$ cat src/rtl/hex_disp_pkg.sv
// hex_disp_pkg: segment patterns and blank levels for the hex scan display
package hex_disp_pkg;
  localparam logic [6:0] SEG_OFF = 7'h7F;
  localparam logic [3:0] AN_OFF = 4'hF;
  localparam logic [0:15][6:0] SEG_PAT = {
    7'h40, 7'h79, 7'h24, 7'h30, 7'h19, 7'h12, 7'h02, 7'h78,
    7'h00, 7'h10, 7'h08, 7'h03, 7'h46, 7'h21, 7'h06, 7'h0E
  };
endpackage

$ cat src/rtl/hex_scan_disp_if.sv
// hex_scan_disp_if: capture input and display outputs of the hex scan display
interface hex_scan_disp_if;
  logic [15:0] data;
  logic load;
  logic [6:0] seg;
  logic [3:0] an;
  logic [15:0] shown;
  modport master(output data, load, input seg, an, shown);
  modport slave(input data, load, output seg, an, shown);
endinterface

$ cat src/rtl/hex_to_seg.sv
// hex_to_seg: 4-bit to active-low 7-segment decoder
module hex_to_seg
  import hex_disp_pkg::*;
(
  input  logic [3:0] nib,
  output logic [6:0] seg
);
  assign seg = SEG_PAT[nib];
endmodule

$ cat src/rtl/hex_scan_disp.sv
// hex_scan_disp: captures a 16-bit value on load edge and scans it onto four 7-segment digits
module hex_scan_disp
  import hex_disp_pkg::*;
#(
  parameter int SCAN_DIV = 50000,
  parameter bit BLANK_LZ = 1'b0
) (
  input logic clk,
  input logic rst_n,
  hex_scan_disp_if.slave bus
);
  localparam int CW = $clog2(SCAN_DIV);
  logic [CW-1:0] cnt;
  logic [1:0] idx;
  logic load_q, tick, blank;
  logic [3:0] nib;
  logic [6:0] pat;
  logic [15:0] upper;
  assign tick = cnt == CW'(SCAN_DIV - 1);
  assign upper = bus.shown >> {idx, 2'b00};
  assign nib = upper[3:0];
  assign blank = BLANK_LZ && idx != 2'd0 && upper == 16'h0000;
  hex_to_seg u_dec (.nib(nib), .seg(pat));
  always_ff @(posedge clk or negedge rst_n)
    if (!rst_n) begin
      cnt <= '0;
      idx <= '0;
      load_q <= 1'b0;
      bus.shown <= '0;
      bus.seg <= SEG_OFF;
      bus.an <= AN_OFF;
    end else begin
      load_q <= bus.load;
      if (bus.load && !load_q) bus.shown <= bus.data;
      cnt <= tick ? '0 : cnt + CW'(1);
      if (tick) idx <= idx + 2'd1;
      bus.an <= tick ? AN_OFF : ~(4'b0001 << idx);
      bus.seg <= (tick || blank) ? SEG_OFF : pat;
    end
endmodule

$ cat src/flat_wrapper.sv
// flat-port wrapper written by rule: the top's interface ports become plain ports
module hex_scan_disp_flat import hex_disp_pkg::*;
#(
  parameter int SCAN_DIV = 50000,
  parameter bit BLANK_LZ = 1'b0
)
  (clk, rst_n, bus_data, bus_load, bus_seg, bus_an, bus_shown);
  hex_scan_disp_if bus_i ();
  input logic clk;
  input logic rst_n;
  input wire logic [$bits(bus_i.data)-1:0] bus_data;
  input wire logic [$bits(bus_i.load)-1:0] bus_load;
  output wire logic [$bits(bus_i.seg)-1:0] bus_seg;
  output wire logic [$bits(bus_i.an)-1:0] bus_an;
  output wire logic [$bits(bus_i.shown)-1:0] bus_shown;
  assign bus_i.data = bus_data;
  assign bus_i.load = bus_load;
  assign bus_seg = bus_i.seg;
  assign bus_an = bus_i.an;
  assign bus_shown = bus_i.shown;
  hex_scan_disp #(.SCAN_DIV(SCAN_DIV), .BLANK_LZ(BLANK_LZ)) u_core (.clk(clk), .rst_n(rst_n), .bus(bus_i));
endmodule
$ cat config.mk
export PLATFORM = sky130hd
export DESIGN_NAME = hex_scan_disp_flat
export DESIGN_NICKNAME = d
export VERILOG_FILES = /design/src/rtl/hex_disp_pkg.sv /design/src/rtl/hex_scan_disp_if.sv /design/src/rtl/hex_to_seg.sv /design/src/rtl/hex_scan_disp.sv /design/src/flat_wrapper.sv
export SDC_FILE = /design/constraint.sdc
export NUM_CORES = 1
export LEC_CHECK = 0
export ABC_CLOCK_PERIOD_IN_PS = 2500
export CORE_MARGIN = 10
export CORE_UTILIZATION = 35
export DETAILED_ROUTE_END_ITERATION = 7
export SLEW_MARGIN = 0
export SYNTH_ARGS = -nofsm -noshare
export SYNTH_HDL_FRONTEND = slang
export SYNTH_SLANG_ARGS = --single-unit
$ cat constraint.sdc
create_clock -name clk -period 2.5 [get_ports clk]
set_clock_uncertainty 0.05 [all_clocks]
set_input_delay 0.25 -clock clk [delete_from_list [all_inputs] [get_ports clk]]
set_output_delay 0.25 -clock clk [all_outputs]
set_load 0.005 [all_outputs]
==> impl_summary.txt <==
----------------------------------------------------
[Worst setup path]
  Endpoint arrival time on the critical path ... 2.29 ns
  Endpoint class of the critical path ... flip-flop
  Type of the worst setup path ... reg -> reg
  Required arrival time at the worst endpoint ... 2.65 ns
  Biggest fanout along the worst timing path ... 7
  Count of cells along the worst register-to-register path ... 5
  Setup slack on the worst flop-to-flop path ... 0.36 ns
  Worst Setup Start Kind ... flip-flop

[STA]
  Worst slew slack as a fraction of its limit ... 38.8%
  Final count of hold timing violations ... 0
  Post-Route Setup TNS ... 0 ns
  Worst hold slack ... between 0.04 and 0.05 ns
  Top achievable clock speed ... 468 MHz
  Setup slack of the critical path after layout ... 0.364 ns
  Setup violation total in the final timing report ... 0
  Period utilization ... 85.4%
  Max-slew violation total from the final report ... 0
  Crit path time final ... ~2.1 ns
  Setup repair after global routing missed its margin ... no
  Worst Max-Slew Pin Slew ... 0.917 ns

[Drt]
  Length of the first detailed-routing pass in iterations ... 4
  Number of vias per cell after detailed routing ... 4.90
  DRT antenna net count ... 0
  Total number of vias ... between 1000 and 1500
  DRT Wirelength ... 4.57 mm
  Average wire per cell in the routed design ... 15.1 um
  Remaining routing DRC violations ... 0
  Iter 0 DRT Violations ... between 40 and 50

[Final layout]
  Net count, final ... 256
  Diodes inserted ... 0
  Area of all placed cells without fillers ... 2830 um^2
  Signed area change from the synthesized netlist to the final layout ... 29.1%
  Layout cells sized above 1 ... 18.9%

[Power]
  Maximum resistive drop on vdd ... 316 uV
  Post-layout power ... 1.80 mW
  Total power divided by cell area ... around 640 nW/um^2
  Leakage power total ... 1.19 nW

[CTS]
  Worst-skew pair later-pin latency ... 0.30 ns
  Total clock sinks ... 46
  Clock Pin Slew Worst Setup and Hold Paths ... 0.09 ns
  CTS tree ... built
  Setup Buffers After CTS ... 0
  Number of buffers between clock root and the deepest sink ... 2
  Number of H-tree levels ... 2
  Number of buffers created by CTS ... 5
  CTS Hold Buffers Added ... 0
  Clk Tree Root Cell ... sky130_fd_sc_hd__clkbuf_8
  Number of cells upsized or downsized after cts ... 0

[Die]
  Die Span Y ... 99.1 um
  Number of top-level design ports ... 46
  Initial cell density of the core ... 36.5%
  Std-Cell Rows ... 28
  Core Footprint ... 5990 um^2
  Total die area ... 9820 um^2
  Horiz. Die Dim ... 99.1 um

[Synthesis]
  List of most frequent post-synthesis cells ... sky130_fd_sc_hd__dfrtp_1 (35), sky130_fd_sc_hd__mux2_2 (17), sky130_fd_sc_hd__nand2_1 (15)
  Number of register bits inferred by synthesis ... 46
  Async set-or-reset flop fraction in the synthesized netlist ... 100%
  Total nets after synthesis ... 208
  Synthesized instance count ... 178
  Synthesized area ... 2190 um^2
  Area share of the largest cell type after synthesis ... roughly 40%
  Cell taking the most area after synthesis ... sky130_fd_sc_hd__dfrtp_1
  Most area-consuming cells after synthesis ... sky130_fd_sc_hd__dfrtp_1 (40%), sky130_fd_sc_hd__dfstp_2 (13%), sky130_fd_sc_hd__mux2_2 (8.7%)
  Mean cell area of the mapped netlist ... 12.3 um^2
  Share of synthesized area occupied by flip-flops and latches ... 53.2%
  Distinct cell type count after synthesis ... 31
  Count of synthesis-stage warnings from yosys ... 0
  Top flip-flop cell by instance count after synthesis ... sky130_fd_sc_hd__dfrtp_1
  Number of synthesized flops with an enable pin ... 0
  Most repeated cell in the gate-level netlist after synthesis ... sky130_fd_sc_hd__dfrtp_1

[Placed design]
  Placer's final routability congestion estimate ... 0.778
  I/O Buffers ... 45
  Worst slack at placement ... ~0.37 ns
  Detailed-placement wirelength estimate ... around 3.5 mm
  Area post-placement ... 2710 um^2

[Global route]
  GRT Residual Overflow ... 0
  Maximum number of pins on one net before global-route repair ... 43
  Antenna violations before repair ... 0
  Gr usage total ... under 10%
  Number of global-route vias before repair ... 1567
  Wire length of the first global-routing pass ... between 8 and 9 mm

[Run]
  Number of max-capacitance violations reported ... 0

[Status]
  Outcome ... finished clean

[Min path]
  Type of the most critical hold path ... in -> async

----------------------------------------------------
## power by group
part           internal (mW)  total (mW)  leakage, nW  switching (mW)
Sequential             0.832       0.871        0.551          0.0395
Clock                  0.326       0.564       0.0585           0.238
Combinational          0.224       0.363        0.576           0.139
Total                   1.38        1.80         1.19           0.416
## area by class of cell
type	count	area [um^2]
clock buffer	7	86.3
multi-input combinational	119	962
sequential	46	1160
inverter	6	22.5
tap	75	93.8
timing repair buffer	48	468
fill	569	3160
clock inverter	1	30.0
## cells by family (layout without fill, tap and decap cells)
group,Yosys count,in the layout,share of synthesized area [%]
muxes,25,25,14.7
buffers and inverters,13,62,2.86
DFF,46,46,53.2
xor gates and xnor gates,14,14,5.60
adders and majority gates,11,11,6.29
and+or+nand+nor,57,57,13.5
AOI/OAI and AO/OA,12,12,3.77
## final timing paths
check | from | end
worst min register to register | u_core.cnt[0] | u_core.cnt[0]
min in group clk | bus_load | u_core.load_q
worst max register to register | u_core.idx[0] | u_core.bus.seg[0]
worst max-delay path | u_core.idx[0] | u_core.bus.seg[0]
worst min-delay path | rst_n | u_core.bus.shown[0]
max in group asynchronous | rst_n | u_core.bus.seg[5]
## critical path, cell delays in order (launching register included)
cell and delay, ns:
sky130_fd_sc_hd__dfrtp_1 0.54, sky130_fd_sc_hd__mux4_2 0.61, sky130_fd_sc_hd__ha_1 0.27, sky130_fd_sc_hd__or3b_1 0.39, sky130_fd_sc_hd__o221ai_1 0.09, sky130_fd_sc_hd__nand2_1 0.08
## state kept, by name (all words and copies together) (netlist names)
name and flops:
u_core.load_q 1, u_core.bus.an 4, u_core.bus.seg 7, u_core.bus.shown 16
u_core.idx 2, u_core.cnt 16
## through the flow
stage	utilization (%)	std cells
2_1_floorplan	-	178
3_3_place_gp	45.3	294
3_5_place_dp	45.3	294
4_1_cts	47.2	302
5_1_grt	47.2	302
6_report	47.2	302
## cells in the final DEF (no fill, tap or decap), types with 2 or more instances in the layout
cell type and instances:
sky130_fd_sc_hd__clkdlybuf4s50_1 44, sky130_fd_sc_hd__and4_1 3, sky130_fd_sc_hd__xor2_1 6, sky130_fd_sc_hd__dfstp_2 11, sky130_fd_sc_hd__nor3_1 2, sky130_fd_sc_hd__clkbuf_8 6, sky130_fd_sc_hd__buf_4 3, sky130_fd_sc_hd__mux2_2 17
sky130_fd_sc_hd__dfrtp_1 35, sky130_fd_sc_hd__or4_1 2, sky130_fd_sc_hd__nor4b_1 3, sky130_fd_sc_hd__o31ai_1 2, sky130_fd_sc_hd__mux2i_1 3, sky130_fd_sc_hd__o221ai_1 2, sky130_fd_sc_hd__mux4_2 4, sky130_fd_sc_hd__nor2_1 12
sky130_fd_sc_hd__xnor2_1 8, sky130_fd_sc_hd__nand3_1 8, sky130_fd_sc_hd__nand2_1 15, sky130_fd_sc_hd__o211ai_1 4, sky130_fd_sc_hd__nand4_1 4, sky130_fd_sc_hd__and3_1 3, sky130_fd_sc_hd__inv_1 6, sky130_fd_sc_hd__and2_1 2
sky130_fd_sc_hd__a21oi_1 4, sky130_fd_sc_hd__ha_1 11
## routing by layer
metal / track usage, % / vias to the layer above / wire (um)
li1: - / 719 / -
met5: 0 / - / 0
met4: 1.98 / 0 / 35
met2: 14.4 / 49 / 2060
met3: 4.91 / 4 / 415
met1: 12.6 / 707 / 2050
Note: power is estimated with default switching activity, not from simulation.
